--- src/rtl/spinner_pkg.sv ---
// Shared types and helpers for the spinner quadrature emulator.
package spinner_pkg;

    typedef enum logic [1:0] {
        TIMED  = 2'd0,
        HIRES  = 2'd1,
        MEDRES = 2'd2,
        LORES  = 2'd3
    } btn_mode_t;

    localparam logic [1:0] ENC_RST    = 2'b11;
    localparam int         TIMED_FAST = 9;
    localparam int         TIMED_SLOW = 4;

    // dir=1 walks the positive sequence 00->10->11->01, dir=0 the reverse
    function automatic logic [1:0] quad_next(input logic [1:0] enc, input logic dir);
        logic [1:0] n;
        n = 2'b00;
        if (dir) begin
            case (enc)
                2'b00:   n = 2'b10;
                2'b10:   n = 2'b11;
                2'b11:   n = 2'b01;
                default: n = 2'b00;
            endcase
        end else begin
            case (enc)
                2'b00:   n = 2'b01;
                2'b01:   n = 2'b11;
                2'b11:   n = 2'b10;
                default: n = 2'b00;
            endcase
        end
        return n;
    endfunction

endpackage

--- src/rtl/spinner_quad_encoder_channel.sv ---
// One spinner channel: step accumulator, button repeat, encoder passthrough.
module spinner_channel
    import spinner_pkg::*;
#(
    parameter int POS_W    = 12,
    parameter int DELTA_W  = 9,
    parameter int HOLD_DIV = 48000
) (
    input  logic               clk,
    input  logic               rst_n,
    input  logic               ce,
    input  logic               tick,
    input  logic               delta_valid,
    input  logic [DELTA_W-1:0] delta,
    input  logic               btn_left,
    input  logic               btn_right,
    input  logic               btn_fast,
    input  logic [1:0]         btn_mode,
    input  logic [1:0]         ext_quad,
    output logic [1:0]         quad_out,
    output logic               ext_active,
    output logic               busy
);

    localparam int HOLD_W = $clog2(HOLD_DIV + 1);
    localparam logic [POS_W-1:0] POS_MAX = {1'b0, {(POS_W-1){1'b1}}};
    localparam logic [POS_W-1:0] NEG_MAX = {1'b1, {(POS_W-2){1'b0}}, 1'b1};
    localparam logic [POS_W-1:0] MIN_VAL = {1'b1, {(POS_W-1){1'b0}}};

    logic signed [POS_W-1:0] pos_q, pos_d;
    logic [1:0]              enc_q, enc_d;
    logic [HOLD_W-1:0]       hold_q, hold_d;
    logic [1:0]              sync1_q, sync2_q, prev_q;
    logic                    ext_active_q, ext_active_d;
    logic [1:0]              quad_out_q, quad_out_d;

    btn_mode_t          mode;
    logic               btn_any;
    logic [POS_W-1:0]   dx;
    logic [POS_W:0]     sum;
    logic [POS_W-1:0]   sat;
    logic [POS_W-1:0]   mag;
    logic [1:0]         sh;
    logic               keep;
    logic               btn_set;

    assign mode    = btn_mode_t'(btn_mode);
    assign btn_any = btn_left | btn_right;
    assign dx      = {{(POS_W-DELTA_W){delta[DELTA_W-1]}}, delta};

    always_comb begin
        sum  = {pos_q[POS_W-1], pos_q} + {dx[POS_W-1], dx};
        keep = (pos_q == '0) || (dx == '0) || (pos_q[POS_W-1] == dx[POS_W-1]);
        // saturate symmetrically; the most negative code is never produced
        if (sum[POS_W] != sum[POS_W-1]) begin
            sat = sum[POS_W] ? NEG_MAX : POS_MAX;
        end else if (sum[POS_W-1:0] == MIN_VAL) begin
            sat = NEG_MAX;
        end else begin
            sat = sum[POS_W-1:0];
        end
    end

    always_comb begin
        sh  = btn_mode - {1'b0, ~btn_fast};
        mag = {{(POS_W-2){1'b0}}, 2'b10} << sh;
        if (mode == TIMED) begin
            mag = btn_fast ? POS_W'(TIMED_FAST) : POS_W'(TIMED_SLOW);
        end
    end

    always_comb begin
        pos_d        = pos_q;
        enc_d        = enc_q;
        hold_d       = hold_q;
        ext_active_d = ext_active_q;
        btn_set      = 1'b0;

        if (tick && pos_q != '0) begin
            enc_d = quad_next(enc_q, ~pos_q[POS_W-1]);
            pos_d = pos_q[POS_W-1] ? pos_q + POS_W'(1) : pos_q - POS_W'(1);
        end

        if (delta_valid) begin
            pos_d        = keep ? sat : dx;
            ext_active_d = 1'b0;
        end

        if (ce) begin
            if (btn_any) begin
                ext_active_d = 1'b0;
            end
            if (mode == TIMED && btn_any) begin
                if (hold_q == HOLD_W'(HOLD_DIV - 1)) begin
                    hold_d  = '0;
                    btn_set = 1'b1;
                end else begin
                    hold_d = hold_q + HOLD_W'(1);
                end
            end else begin
                hold_d = '0;
            end
            if (mode != TIMED && btn_any) begin
                btn_set = 1'b1;
            end
        end

        if (btn_set) begin
            pos_d = btn_right ? mag : POS_W'(0) - mag;
        end

        if (sync2_q != prev_q) begin
            ext_active_d = 1'b1;
        end

        quad_out_d = ext_active_d ? sync2_q : enc_q;
    end

    always_ff @(posedge clk or negedge rst_n) begin
        if (!rst_n) begin
            pos_q        <= '0;
            enc_q        <= ENC_RST;
            hold_q       <= '0;
            sync1_q      <= 2'b11;
            sync2_q      <= 2'b11;
            prev_q       <= 2'b11;
            ext_active_q <= 1'b0;
            quad_out_q   <= 2'b11;
        end else begin
            pos_q        <= pos_d;
            enc_q        <= enc_d;
            hold_q       <= hold_d;
            sync1_q      <= ext_quad;
            sync2_q      <= sync1_q;
            prev_q       <= sync2_q;
            ext_active_q <= ext_active_d;
            quad_out_q   <= quad_out_d;
        end
    end

    assign quad_out   = quad_out_q;
    assign ext_active = ext_active_q;
    assign busy       = (pos_q != '0);

endmodule

--- src/rtl/spinner_quad_encoder.sv ---
// Multi-channel spinner emulator: shared step divider plus per-channel slices.
module spinner_quad_encoder
    import spinner_pkg::*;
#(
    parameter int CHANNELS = 1,
    parameter int POS_W    = 12,
    parameter int DELTA_W  = 9,
    parameter int STEP_DIV = 1500,
    parameter int HOLD_DIV = 48000
) (
    input  logic                        clk_12m,
    input  logic                        reset,
    input  logic                        ce,
    input  logic [CHANNELS-1:0]         delta_valid,
    input  logic [CHANNELS*DELTA_W-1:0] delta,
    input  logic [CHANNELS-1:0]         btn_left,
    input  logic [CHANNELS-1:0]         btn_right,
    input  logic [CHANNELS-1:0]         btn_fast,
    input  logic [1:0]                  btn_mode,
    input  logic [2*CHANNELS-1:0]       ext_quad,
    output logic [2*CHANNELS-1:0]       quad_out,
    output logic [CHANNELS-1:0]         ext_active,
    output logic [CHANNELS-1:0]         busy
);

    localparam int DIV_W = (STEP_DIV > 1) ? $clog2(STEP_DIV) : 1;

    logic [DIV_W-1:0] div_q, div_d;
    logic             tick;

    always_comb begin
        div_d = div_q;
        if (ce) begin
            div_d = (div_q == DIV_W'(STEP_DIV - 1)) ? '0 : div_q + DIV_W'(1);
        end
    end

    always_ff @(posedge clk_12m or negedge reset) begin
        if (!reset) begin
            div_q <= '0;
        end else begin
            div_q <= div_d;
        end
    end

    assign tick = ce && (div_q == '0);

    for (genvar i = 0; i < CHANNELS; i++) begin : g_ch
        spinner_channel #(
            .POS_W   (POS_W),
            .DELTA_W (DELTA_W),
            .HOLD_DIV(HOLD_DIV)
        ) u_ch (
            .clk        (clk_12m),
            .rst_n      (reset),
            .ce         (ce),
            .tick       (tick),
            .delta_valid(delta_valid[i]),
            .delta      (delta[i*DELTA_W +: DELTA_W]),
            .btn_left   (btn_left[i]),
            .btn_right  (btn_right[i]),
            .btn_fast   (btn_fast[i]),
            .btn_mode   (btn_mode),
            .ext_quad   (ext_quad[2*i +: 2]),
            .quad_out   (quad_out[2*i +: 2]),
            .ext_active (ext_active[i]),
            .busy       (busy[i])
        );
    end

endmodule
--- config.mk ---
export PLATFORM = sky130hd
export DESIGN_NAME = spinner_quad_encoder
export DESIGN_NICKNAME = d
export VERILOG_FILES = /design/src/rtl/spinner_pkg.sv /design/src/rtl/spinner_quad_encoder_channel.sv /design/src/rtl/spinner_quad_encoder.sv
export SDC_FILE = /design/constraint.sdc
export NUM_CORES = 1
export LEC_CHECK = 0
export ABC_CLOCK_PERIOD_IN_PS = 3500
export CORE_MARGIN = 1.5
export CORE_UTILIZATION = 40
export DETAILED_ROUTE_END_ITERATION = 10
export PLACE_DENSITY_LB_ADDON = 0.3
export SYNTH_ARGS = -nofsm -noshare
export SYNTH_HDL_FRONTEND = slang
export SYNTH_SLANG_ARGS = --single-unit
export TNS_END_PERCENT = 50
--- constraint.sdc ---
create_clock -name clk_12m -period 3.5 [get_ports clk_12m]
set_input_delay 0.525 -clock clk_12m [delete_from_list [all_inputs] [get_ports clk_12m]]
set_output_delay 0.525 -clock clk_12m [all_outputs]
set_load 0.005 [all_outputs]
==> impl_metrics.tcl <==
set metrics [dict create \
    synth_most_common_cell "nor2_1" \
    synth_xor_xnor_area_share 0.0801 \
    power.leakage_nw 1.89 \
    first_pass_iters 4 \
    status "finished, final reports clean" \
    holdWs_ns 0.359 \
    critPathBufInv 2 \
    route.detailed.drc 0 \
    fin_skew_ns 0.00973 \
    antennaDiodeCount 0 \
    synth_commonest_cells "46 x nor2_1, 40 x dfrtp_1, 33 x nand2_1" \
    syn-cell-area_um2 4040 \
    rows 36 \
    cts-resized-gates 0 \
    drv_cap 0 \
    instances_no_fill 629 \
    min_from "g_ch[0].u_ch.sync1_q[0]" \
    synth_fa_ha_area_frac 0.110 \
    drt_wl_total_um 10200 \
    r2r-start "g_ch[0].u_ch.pos_q[0]" \
    ant_nets 0 \
    vias_per_cell 5.74 \
    synth-main-ff-cell "dfrtp_1" \
    io_pins 24 \
    coreArea_um2 9770 \
    fp.dieW_um 104 \
    arrival_ns 3.36 \
    grt.total_usage 0.196 \
    die_area_um2 10700 \
    grt_max_degree 46 \
    synth_compound_area_frac 0.218 \
    ys_seq_area_frac 0.313 \
    hold_buffers 0 \
    cts_setup_buffers 0 \
    start_util 0.414 \
    clock.fmax_mhz 319 \
    postSynthAreaPerCell_um2 8.60 \
    synth_nets 521 \
    vdd_drop_max_v 0.000294 \
    clock-sinks 50 \
    rsz0062_at_grt "false" \
    fill_cells 958 \
    cp-end-kind "flip-flop" \
    drive_above_1_share 0.0827 \
    synth_cells 470 \
    synth_top_family_by_area "compound AO/OA/AOI/OAI gates" \
    setup_violations 0 \
    hold_path_class "reg2reg" \
    avgRoutedWirePerCell_um 16.3 \
    startpoint "delta[0]" \
    nNetsFinal 546 \
    min_period_ns 3.13 \
    worstPathRequired_ns 3.73 \
    netlist_top_cells_area "dfrtp_1 25%, ha_1 9.0%, dfstp_2 6.5%" \
    worstSkewPairLatency_ns 0.30 \
    regArea_um2 1260 \
    fin_tns_setup_ns 0 \
    cts_max_path_buffers 2 \
    clkTransAtPathRegs_ns 0.10 \
    overflow 0 \
    grt_first_pass_wirelength_um 17200 \
    dr.first_iter.drc_count 269 \
    cp_common_cell "o211ai_1" \
    synthMuxAreaShare 0.0303 \
    synth_seq_cells 50 \
    antenna_found_initial 0 \
    critPathSlowestCell "clkdlybuf4s50_1" \
    yosysWarnings 0 \
    yosysTopAreaCell "dfrtp_1" \
    post-place-cells 621 \
    cp_top_family "simple AND/OR/NAND/NOR gates" \
    area_growth_pct 12.3 \
    yosysUniqueCellTypes 67 \
    multi_input_area_um2 2630 \
    cts_inserted_buffers 5 \
    synthArstFlopShare 1.00 \
    num_vias 3613 \
    synth-simple-area-share 0.212 \
    powerDensity_nw_per_um2 791 \
    hold_viol 0 \
    utilization 0.464 \
    htree_levels 2 \
    drv_slew 0 \
    critPathLaunchType "input port" \
    slew_headroom 0.320 \
    cts_tree "done" \
    tightest_slew_ns 1.02 \
    crit_type "in2reg" \
    die_height_um 104 \
    place_congestion 0.926 \
    post-route-period-util 0.895 \
    crit_chain "clkdlybuf4s50_1, ha_1, inv_1, fa_1, nor2b_1, o211ai_1, a21oi_1, xor2_1, or3b_1, or4_1, o211ai_1" \
    port_buffers 23 \
    grt_pass1_vias 3491 \
    synth_top_area_share 0.248 \
    hpwl_um 7890 \
    max_stage_delay_ns 0.50 \
    synth_edf_count 0 \
    worstPathMaxFanout 4 \
    clockRootBuffer "clkbuf_8" \
]
where the power goes:
| part | leakage [nW] | switching (W) | internal, W |
|---|---|---|---|
| registers | 0.620 | 0.000211 | 0.000719 |
| clock network | 0.0567 | 0.000204 | 0.000186 |
| logic | 1.22 | 0.00131 | 0.000957 |
| total | 1.89 | 0.00173 | 0.00186 |
final cells by class:
type	instances	area share
inverters	22	0.0182
clock inverters	2	0.00303
multi-input cells	384	0.579
flip-flops and latches	50	0.278
well taps	133	0.0367
repair buffers	32	0.0645
clock buffers	6	0.0207
worst register-to-register path, delay by kind of cell, from the launching register on:
family          cells  cell delay [ns]
simple gates        3             1.09
fa+ha+maj           2             0.65
flops               1             0.57
compound gates      3             0.50
xor+xnor            1             0.10
buf+inv             1             0.06
routing by layer:
metal | vias up | routed length (µm) | share of wire | GRT usage
li1 | 1788 | - | - | -
met1 | 1720 | 4720 | 0.46 | 0.267
met2 | 84 | 4820 | 0.47 | 0.323
met3 | 21 | 521 | 0.051 | 0.0289
met4 | 0 | 165 | 0.016 | 0.0546
met5 | - | 0 | 0 | 0
final timing paths:
check,endpoint,slack [ns],depth (start not counted)
setup / recovery,g_ch[0].u_ch.pos_q[0],0.37,11
hold / removal,g_ch[0].u_ch.sync2_q[0],0.36,0
setup reg to reg,g_ch[0].u_ch.pos_q[0],0.46,10
hold reg to reg,g_ch[0].u_ch.sync2_q[0],0.36,0
max in group asynchronous,g_ch[0].u_ch.enc_q[0],2.35,2
min in group asynchronous,g_ch[0].u_ch.pos_q[8],0.39,1
state kept, by name (all words and copies together), names as in the netlist:
signal,cells
g_ch.u_ch.quad_out,2
g_ch.u_ch.hold_q,16
g_ch.u_ch.pos_q,12
g_ch.u_ch.ext_active,1
g_ch.u_ch.sync1_q,2
g_ch.u_ch.sync2_q,2
div_q,11
g_ch.u_ch.enc_q,2
g_ch.u_ch.prev_q,2
cells in the final DEF (no fill, tap or decap), drive strengths merged, types with 11 or more instances in the layout:
cell and instances:
a21oi 28, a31oi 11, clkdlybuf4s50 22, dfrtp 40
ha 29, inv 23, nand2 33, nand3 16
nand4 11, nor2 46, o21ai 32, xnor2 12
xor2 25
through the flow:
step / area, µm² / setup WS [ns] / power (W)
global route: 4540 / 0.105 / 0.00388
CTS: 4540 / 0.387 / 0.00356
global placement: 4430 / 0.116 / 0.00310
finish: 4540 / 0.367 / 0.00359
floorplan: 4040 / 0.771 / 0.00256
detailed placement: 4430 / 0.0707 / 0.00316
cell families (layout without fill, tap and decap cells):
logic type / after synthesis / in the layout
DFF: 50 / 50
xor gates and xnor gates: 37 / 37
adders and majority gates: 35 / 35
buffers and inverters: 36 / 62
muxes: 12 / 12
and+or+nand+nor: 167 / 167
AOI/OAI and AO/OA: 133 / 133
Note: power is estimated with default switching activity, not from simulation.
